--- config.mk ---
export PLATFORM = sky130hd
export DESIGN_NAME = seg7_scan_driver
export DESIGN_NICKNAME = d
export VERILOG_FILES = /design/src/rtl/seg7_scan_driver.sv
export SDC_FILE = /design/constraint.sdc
export NUM_CORES = 1
export LEC_CHECK = 0
export BUFFER_PORTS_ARGS = -buffer_cell sky130_fd_sc_hd__buf_2
export CELL_PAD_IN_SITES_DETAIL_PLACEMENT = 0
export CELL_PAD_IN_SITES_GLOBAL_PLACEMENT = 1
export CORE_MARGIN = 5
export CORE_UTILIZATION = 45
export DETAILED_ROUTE_END_ITERATION = 10
export PLACE_DENSITY_LB_ADDON = 0.1
export SYNTH_ARGS = -nofsm -noshare
export SYNTH_HDL_FRONTEND = slang
export SYNTH_SLANG_ARGS = --single-unit
export TNS_END_PERCENT = 30
--- constraint.sdc ---
create_clock -name CLK -period 2.3 [get_ports CLK]
set_input_delay 0.23 -clock CLK [delete_from_list [all_inputs] [get_ports CLK]]
set_output_delay 0.23 -clock CLK [all_outputs]
set_load 0.03 [all_outputs]
--- src/rtl/seg7_scan_driver.sv ---
// Four-digit multiplexed seven-segment driver (common anode, active-low drive).
// Digits are shadowed once per scan frame so a displayed frame never mixes old and new values.
module seg7_scan_driver #(
    parameter int unsigned REFRESH_DIV   = 100000,
    parameter int unsigned DIV_WIDTH     = 17,
    parameter bit          BLANK_LEADING = 1'b1
) (
    input  logic       CLK,
    input  logic       RESET_N,
    input  logic [3:0] DIGIT0,
    input  logic [3:0] DIGIT1,
    input  logic [3:0] DIGIT2,
    input  logic [3:0] DIGIT3,
    input  logic [3:0] DP_IN,
    output logic [3:0] SEG_SELECT,
    output logic [6:0] SEG_OUT,
    output logic       DP_OUT,
    output logic       FRAME_STROBE
);

    localparam logic [DIV_WIDTH-1:0] DIV_LAST = DIV_WIDTH'(REFRESH_DIV - 1);

    logic [DIV_WIDTH-1:0] presc_q, presc_d;
    logic [1:0]           idx_q, idx_d;
    logic [3:0][3:0]      shadow_q, shadow_d;
    logic [3:0]           shadow_dp_q, shadow_dp_d;
    logic                 load_pending_q, load_pending_d;
    logic [3:0]           sel_q, sel_d;
    logic [6:0]           seg_q, seg_d;
    logic                 dp_out_q, dp_out_d;
    logic                 strobe_q, strobe_d;

    logic       tick;
    logic       wrap;
    logic       load;
    logic [3:0] blank;
    logic [3:0] cur_digit;

    function automatic logic [6:0] seg_decode(input logic [3:0] v);
        logic [6:0] s;
        case (v)
            4'd0:    s = 7'h40;
            4'd1:    s = 7'h79;
            4'd2:    s = 7'h24;
            4'd3:    s = 7'h30;
            4'd4:    s = 7'h19;
            4'd5:    s = 7'h12;
            4'd6:    s = 7'h02;
            4'd7:    s = 7'h78;
            4'd8:    s = 7'h00;
            4'd9:    s = 7'h10;
            default: s = 7'h3F;
        endcase
        return s;
    endfunction

    // Next-state and output decode; outputs reflect index/shadow held before the edge
    always_comb begin
        tick           = (presc_q == DIV_LAST);
        wrap           = tick && (idx_q == 2'd3);
        load           = wrap || load_pending_q;

        presc_d        = tick ? '0 : presc_q + DIV_WIDTH'(1);
        idx_d          = tick ? idx_q + 2'd1 : idx_q;
        shadow_d       = load ? {DIGIT3, DIGIT2, DIGIT1, DIGIT0} : shadow_q;
        shadow_dp_d    = load ? DP_IN : shadow_dp_q;
        load_pending_d = 1'b0;
        strobe_d       = wrap;

        // A digit may only blank if every digit to its left is blank too
        blank[3]  = BLANK_LEADING && (shadow_q[3] == 4'd0) && !shadow_dp_q[3];
        blank[2]  = blank[3] && (shadow_q[2] == 4'd0) && !shadow_dp_q[2];
        blank[1]  = blank[2] && (shadow_q[1] == 4'd0) && !shadow_dp_q[1];
        blank[0]  = 1'b0;

        cur_digit = shadow_q[idx_q];
        sel_d     = ~(4'b0001 << idx_q);
        seg_d     = blank[idx_q] ? 7'h7F : seg_decode(cur_digit);
        dp_out_d  = blank[idx_q] ? 1'b1 : ~shadow_dp_q[idx_q];
    end

    always_ff @(posedge CLK or negedge RESET_N) begin
        if (!RESET_N) begin
            presc_q        <= '0;
            idx_q          <= 2'd0;
            shadow_q       <= '0;
            shadow_dp_q    <= 4'd0;
            load_pending_q <= 1'b1;
            sel_q          <= 4'b1111;
            seg_q          <= 7'h7F;
            dp_out_q       <= 1'b1;
            strobe_q       <= 1'b0;
        end else begin
            presc_q        <= presc_d;
            idx_q          <= idx_d;
            shadow_q       <= shadow_d;
            shadow_dp_q    <= shadow_dp_d;
            load_pending_q <= load_pending_d;
            sel_q          <= sel_d;
            seg_q          <= seg_d;
            dp_out_q       <= dp_out_d;
            strobe_q       <= strobe_d;
        end
    end

    assign SEG_SELECT   = sel_q;
    assign SEG_OUT      = seg_q;
    assign DP_OUT       = dp_out_q;
    assign FRAME_STROBE = strobe_q;

endmodule

* Yosys cells after proc, flatten, opt, wreduce, memory -nomap -nowiden
Memories as Yosys holds them, arrays and structs flattened. Cells that the tools add are included.
Word-level totals: output and inout bits 13, input port bits 22, word-level logic and storage cells 43, memories 1, register bits after elaboration 53, bits in read-only memories 112, latch bits 0, RAM bits 0
Memory list:
- (no name shown) | words 16, bits a word 7, read ports 1, clocked after memory_dff 0, write ports 0, RTL line 41 | case (v)
Cells by class: magnitude comparators 1, shifts and indexed selects 1, equal/unequal tests 2, div/mod/pow operators 0, multiply operators 0, multiplexer cells 9, reduce and logical (&&, ||, !) cells 13, bitwise operators 2, add/subtract/negate cells 2
Operators by type and width (number):
- adder 17 x 1 -> 17 bit (second input constant) | 1
- == test 17 bit (second input constant) | 1
- 2-to-1 mux 17 bit | 1
- zero test 4 bit | 3
- binary-select mux 4 bit (select 2 bit) | 1
- 2-to-1 mux 7 bit | 1
- logical AND 1 bit | 6
- binary-select mux 1 bit (select 2 bit) | 2
- 2-to-1 mux 4 bit | 1
- inverter 4 bit | 1
- left shift 1 x 2 -> 4 bit (first input constant) | 1
- zero test 1 bit | 3
- less-than comparator 2 x 3 -> 1 bit (second input constant) | 1
- 2-to-1 mux 1 bit | 3
- adder 2 x 1 -> 2 bit (second input constant) | 1
- == test 2 bit (second input constant) | 1
- logical OR 1 bit | 1
- inverter 1 bit | 1

* Logic depth before layout (Yosys ltp)
Gate-level depths: netlist of the first run.
depth after elaboration 9, depth in mapped cells 7, mapped depth without buffers 6

* Worst setup path after synthesis of the first run
Ideal clock, no wire load.
path kind register to register, from register idx_q[0], to register seg_q[5] (netlist: SEG_OUT[5]), clock period less this slack 1782 ps, path buffers 1, setup slack 518 ps, library setup time 81 ps, data required time 2219 ps, cell stages (with the launch flop) 8, arrival 1700 ps, cells stage by stage dfrtp_1 buf_6 mux4_1 inv_1 ha_1 nor2_1 o32ai_2 nand2_1
Between the ends: word-level cells in the longest chain between the ends 4, elaborated cells between the ends (all ways) 6, those cells by class 5 x mux; 1 x memory
Ends and longest elaborated chain:
- from (decl) | RTL line 24 | logic [1:0] idx_q, idx_d;
- from (signal assigned) | RTL line 95 | idx_q <= idx_d;
- binary-select mux 4 bit (select 2 bit) | RTL line 76 | cur_digit = shadow_q[idx_q];
- 2-to-1 mux 4 bit (not written as such) | RTL line 76
- memory (16 x 7 bit)
- 2-to-1 mux 7 bit (*) | RTL line 78 | seg_d = blank[idx_q] ? 7'h7F : seg_decode(cur_digit);
- via seg_d[5] | RTL line 29 | logic [6:0] seg_q, seg_d;
- to (signal assigned) | RTL line 100 | seg_q <= seg_d;
- to (decl) | RTL line 29
The timed path passes the listed nets; every way through them passes the cells marked *. The select of a mux whose other input is x is not followed. A chain may end at the register's enable or synchronous reset.

* Final worst setup path of the first run
Ends and elaborated chain as after synthesis.

==> reports/metrics.cfg, run 1 <==
[run_status]
status=completed

[synth]
synthCells=201
ys_top_cells_by_area=dfrtp_1 39%, dfstp_2 13%, mux2_4 12%, ha_1 4.8%, mux4_1 3.0%
yosysSeqAreaShare_pct=51.8
synth_cell_types=39
yosysTopAreaCellShare_pct=38.6
netlist_area_mm2=0.00259
syn-num-nets=233
yosysMostFrequentCell=dfrtp_1
yosys.area.top_type=dfrtp_1
ys_seq_elements=53
ys_top_cells_by_count=40 x dfrtp_1, 21 x nor2_1, 20 x mux2_4
avgSynthCellArea_um2=12.9
synth_edf_count=0
synth_warnings=0
async_reset_ff_share_pct=100
synth_flop_cell=dfrtp_1

[detailed_routing]
dr.pass1.iters=4
vias=1613
wl_per_cell_um=16.0
drt_wl_total_um=5040
ant_nets=0
drc_errors=0
drt_iter0_drc=65
vias_per_cell=5.14

[final_layout]
drive_gt1_share_pct=36.4
nNetsFinal=273
diodes=0
fin_util_pct=53.5
fillers=500
area_growth_pct=14.5

[sta]
hold_viol=0
setup_viol=0
tightest_slew_ps=609
clock_skew_ps=7.25
slew_viol_final=0
relSlewSlack_pct=59.4
fin_crit_sh_pct=88.0
rsz0062_at_grt=no
min_period_ps=2020
setup-tns-final_ps=0
fmax_mhz=494

[clock_network]
cts_root_buffer=clkbuf_8
clk_pin_slew_ps=100
cts_resized=0
clkSinkCount=53
numCtsBuffers=5
cts_tree=yes
post_cts_buffers=0
cts_buffer_depth=2
clkLatencyLatePin_ps=310
cts-hold-fix-buffers=1
htree_levels=2

[setup_path]
critPathMaxFanout=9
arrival_ps=2260
worstSetupPathType=reg2reg
worstSetupEndpointType=register
worstPathRequired_ps=2540
critPathLaunchType=register

[job]
maxCapViolCount=0

[die]
num_io_pins=35
floorplan.initialDensity_pct=46.7
die_h_um=85.9
fp-row-count=27
core_area_mm2=0.00554
die_area_mm2=0.00737
die_w_um=85.9

[grt]
grt_pass1_wl_um=8410
antenna_found_initial=0
met2_usage_pct=27.8
grt_max_degree=28
grt.busiest_layer=met2
overflow=0
grt_util_met1_pct=15.7
grt_pass1_vias=1715
grt.total_usage_pct=14.6
gr-usage-met3_pct=3.75

[pwr]
swShare_pct=25.2
p_sw_w=0.000492
p_per_area_mw_per_mm2=658
p_leak_nw=1.41
internal-power_w=0.00146
comb_power_share_pct=14.0
power_frac_clock_pct=32.6
power.sequential.fraction_pct=53.4
vdd_ir_drop_max_mv=0.327

[place]
globalplace.congestion=0.782
dpl.hpwl_um=3870
port_buffers=34

[worst_hold_path]
hp-class=in2reg

-- area by class of cell --
type	instances	area, µm²	area share [%]
inverter	12	45.0	1.52
clock inverter	3	46.3	1.56
tap	72	90.1	3.04
clock buffer	5	68.8	2.32
timing repair buffer	38	215	7.25
sequential	53	1340	45.3
multi-input combinational	131	1160	39.1
-- cell usage in the layout (no fill, tap or decap), types with 2 or more instances in the layout --
cell type and instances:
dfrtp_1 40, buf_2 34, nor2_1 20, mux2_4 20, dfstp_2 13, nand2_1 13, inv_1 12, ha_1 10
nand3_1 9, xor2_1 9, xnor2_1 7, nand4_1 5, clkbuf_8 5, mux4_1 3, a21oi_1 3, o21ai_0 3
mux4_2 2, or4_1 2, o21ai_1 2, mux2i_1 2, nor3_1 2, nor4b_2 2, buf_4 2
-- kinds of logic (layout without fill, tap and decap cells) --
kind of cell | after synthesis | in the layout | synth area share (%)
simple gates | 64 | 64 | 13.6
flops | 53 | 53 | 51.8
mux | 28 | 28 | 17.6
buf+inv | 17 | 58 | 3.53
xor+xnor | 16 | 16 | 5.41
compound gates | 12 | 12 | 3.04
fa+ha+maj | 10 | 10 | 4.83
other cells | 1 | 1 | 0.145
-- registers in the layout, summed over array words and instances, names as in the netlist --
register,count
DP_OUT,1
FRAME_STROBE,1
SEG_OUT,7
SEG_SELECT,4
idx_q,2
load_pending_q,1
presc_q,17
shadow_dp_q,4
shadow_q,16
-- worst max-delay path, stage by stage, from the launching register on --
cell and delay (ps):
dfrtp_1 590, mux4_1 700, inv_1 140, ha_1 190, nor2_1 60, o32ai_2 190, nand2_1 80
-- metrics by stage --
step	power, W	instance area [µm²]	instances	hold slack, ps	worst slack (ps)
floorplan	0.00124	2590	201	-65.6	518
global placement	0.00132	2840	305	267	310
detailed placement	0.00134	2840	305	278	256
CTS	0.00197	2970	314	138	243
global route	0.00204	2970	314	140	159
finish	0.00195	2970	314	149	276
-- power groups by stage --
stage               logic [W]  registers, W  clock network (W)
floorplan            0.000147       0.00109                  0
global placement     0.000266       0.00106                  0
detailed placement   0.000277       0.00106                  0
CTS                  0.000278       0.00104           0.000654
global route         0.000297       0.00105           0.000690
finish               0.000273       0.00104           0.000636
-- worst paths after layout --
check | cells past startpoint | slack, ps | start | endpoint
max in group asynchronous | 3 | 1210 | RESET_N | SEG_SELECT[3]
min reg2reg | 1 | 490 | presc_q[0] | presc_q[0]
max | 6 | 280 | idx_q[0] | SEG_OUT[5]
max reg2reg | 6 | 280 | idx_q[0] | SEG_OUT[5]
min in group asynchronous | 2 | 460 | RESET_N | shadow_q[2]
min | 2 | 150 | DIGIT2[3] | shadow_q[11]
-- per-layer routing --
metal,vias to the layer above,share of wire [%]
li1,769,-
met3,5,3.7
met2,30,56
met4,0,1.1
met1,809,39
met5,-,0
Note: power is estimated with default switching activity, not from simulation.
==> run 2: changes to the inputs <==
CAP_MARGIN = 20   (was not set)
RECOVER_POWER = 50   (was not set)
==> run 2 against run 1 <==
  * Sequential share of layout area hardly changed
  * Setup slack hardly changed
  * Count of clock-buffer cells in the layout stayed put
  * Fmax hardly changed
  * Non-clock buffer count stayed put
  * Wire length stayed put
  * Sequential power hardly changed
  * Critical endpoint unchanged
  * Largest power group unchanged
==> reports/metrics.cfg, run 2 (synthesized netlist as in run 1, its figures left out) <==
[detailed_routing]
drt_iter0_drc=65  ; unchanged
vias=1613  ; unchanged
drc_errors=0  ; unchanged
ant_nets=0  ; unchanged
vias_per_cell=5.14  ; unchanged
drt_wl_total_um=5040  ; unchanged
dr.pass1.iters=4  ; unchanged
wl_per_cell_um=16.0  ; unchanged

[setup_path]
max_stage_delay_ps=700  ; about the same
cp_top_family=multiplexers
worstSetupPathType=reg2reg
path_depth=6  ; unchanged
critPathMaxFanout=9  ; unchanged
r2r_slack_ps=280  ; about the same
arrival_ps=2260  ; about the same
worstSetupEndpoint=SEG_OUT[5]
ff2ff_path_depth=6  ; unchanged
crit_buf_inv=1  ; unchanged
r2r-start=idx_q[0]
worstSetupEndpointType=register
reg2reg_to=SEG_OUT[5]
critPathSlowestCell=mux4_1
critPathLaunchType=register
path_cells=mux4_1 -> inv_1 -> ha_1 -> nor2_1 -> o32ai_2 -> nand2_1
worstPathRequired_ps=2540  ; about the same
crit_start=idx_q[0]

[sta]
tightest_slew_ps=1460  ; +851 ps
slew_viol_final=0  ; unchanged
fmax_mhz=494  ; about the same
setup_viol=0  ; unchanged
clock_skew_ps=7.22  ; -0.0314 ps
relSlewSlack_pct=2.65  ; -57 points
rsz0062_at_grt=no
hold_viol=0  ; unchanged
fin_crit_sh_pct=88.0  ; about the same
setup-tns-final_ps=0  ; unchanged
min_period_ps=2020  ; -0.190 ps

[final_layout]
layout_commonest_cell=dfrtp_1
design_area_mm2=0.00296  ; about the same
multi_input_area_mm2=0.00116  ; unchanged
fillers=500  ; unchanged
finalNonFillerCells=314  ; unchanged
area_growth_pct=14.4  ; about the same
drive_gt1_share_pct=35.5  ; -0.83 points
nNetsFinal=273  ; unchanged
largest_register_ff_count=17  ; unchanged
seqCellArea_mm2=0.00134  ; unchanged
top_register=presc_q
diodes=0  ; unchanged
layout_common_cells=40 x dfrtp_1, 32 x buf_2, 20 x nor2_1, 20 x mux2_4

[pwr]
comb_power_share_pct=14.0  ; about the same
power_frac_clock_pct=32.6  ; about the same
internal-power_w=0.00146  ; about the same
fin_total_pwr_w=0.00195  ; about the same
swShare_pct=25.2  ; about the same
power.sequential.fraction_pct=53.4  ; about the same
p_sw_w=0.000492  ; about the same
vdd_ir_drop_max_mv=0.327  ; unchanged
p_per_area_mw_per_mm2=658  ; about the same
p_leak_nw=1.40  ; -0.51%

[clock_network]
clkLatencyLatePin_ps=310  ; about the same
cts_buffer_depth=2  ; unchanged
cts_tree=yes
numCtsBuffers=5  ; unchanged
cts_root_buffer=clkbuf_8
clk_pin_slew_ps=100  ; about the same
htree_levels=2  ; unchanged
clkSinkCount=53  ; unchanged

[place]
globalplace.congestion=0.782  ; unchanged
port_buffers=34  ; unchanged
dpl_cell_area_mm2=0.00284  ; unchanged
place_inst=305  ; unchanged
dpl.hpwl_um=3870  ; unchanged

[grt]
grt_pass1_vias=1715  ; unchanged
antenna_found_initial=0  ; unchanged
grt_pass1_wl_um=8410  ; unchanged
grt.total_usage_pct=14.6  ; unchanged
grt_max_degree=28  ; unchanged
overflow=0  ; unchanged

[die]
fp-row-count=27  ; unchanged
core_area_mm2=0.00554  ; unchanged
floorplan.initialDensity_pct=46.7  ; unchanged
num_io_pins=35  ; unchanged
die_w_um=85.9  ; unchanged
die_area_mm2=0.00737  ; unchanged
die_h_um=85.9  ; unchanged

[run_status]
status=completed

[worst_hold_path]
hp-start=DIGIT2[3]
hp-class=in2reg

[job]
maxCapViolCount=0  ; unchanged

## run 2: changes by cell type in the layout (fill, tap and decap cells not counted)
cell      delta
buf_2        -2
clkbuf_1     +2
## run 2: how the worst min path moves through the flow
stage,to,cells after the start
after floorplan,FRAME_STROBE,0
after global placement,shadow_q[1],1
after detailed placement,shadow_q[12],1
after CTS,shadow_q[11],2
after global routing,shadow_q[11],2
final,shadow_q[11],2
## run 2: power by group through the flow
stage,Combinational [W],Clock [W],Sequential [W]
after floorplan,0.000147,0,0.00109
after global placement,0.000266,0,0.00106
after detailed placement,0.000277,0,0.00106
after CTS,0.000278,0.000654,0.00104
after global routing,0.000297,0.000690,0.00105
final,0.000273,0.000635,0.00104
## run 2: timing repair
action                     CTS  global route
hold endpoints to repair    18             0
setup endpoints to repair    0             0
hold buffers                 1             0
resized for setup            0             0
setup buffers                0             0
## run 2: area by class of cell
| type | instances | area share (%) |
|---|---|---|
| Multi-Input combinational cell | 131 | 39.1 |
| Inverter | 12 | 1.52 |
| Sequential cell | 53 | 45.3 |
| Clock buffer | 5 | 2.32 |
| Tap cell | 72 | 3.04 |
| Clock inverter | 3 | 1.56 |
| Timing Repair Buffer | 38 | 7.18 |
## run 2: per-stage QoR
stage / worst slack [ps] / hold slack [ps] / util, %
3_3_place_gp: 310 / 267 / 51.3
5_1_grt: 159 / 140 / 53.5
4_1_cts: 243 / 138 / 53.5
3_5_place_dp: 256 / 278 / 51.3
2_1_floorplan: 518 / -65.6 / -
6_report: 276 / 150 / 53.5
## run 2: routing by layer
metal  GRT usage [%]  wire (µm)  share of wire (%)  vias up
met2            27.8       2830                 56       30
met4            4.03         53                1.1        0
met3            3.75        185                3.7        5
li1                -          -                  -      769
met5               0          0                  0        -
met1            15.7       1970                 39      809
## run 2: worst reg2reg max path, stage by stage (launching register included)
cell and delay (ps):
dfrtp_1 590, mux4_1 700, inv_1 140, ha_1 190, nor2_1 60, o32ai_2 190, nand2_1 80
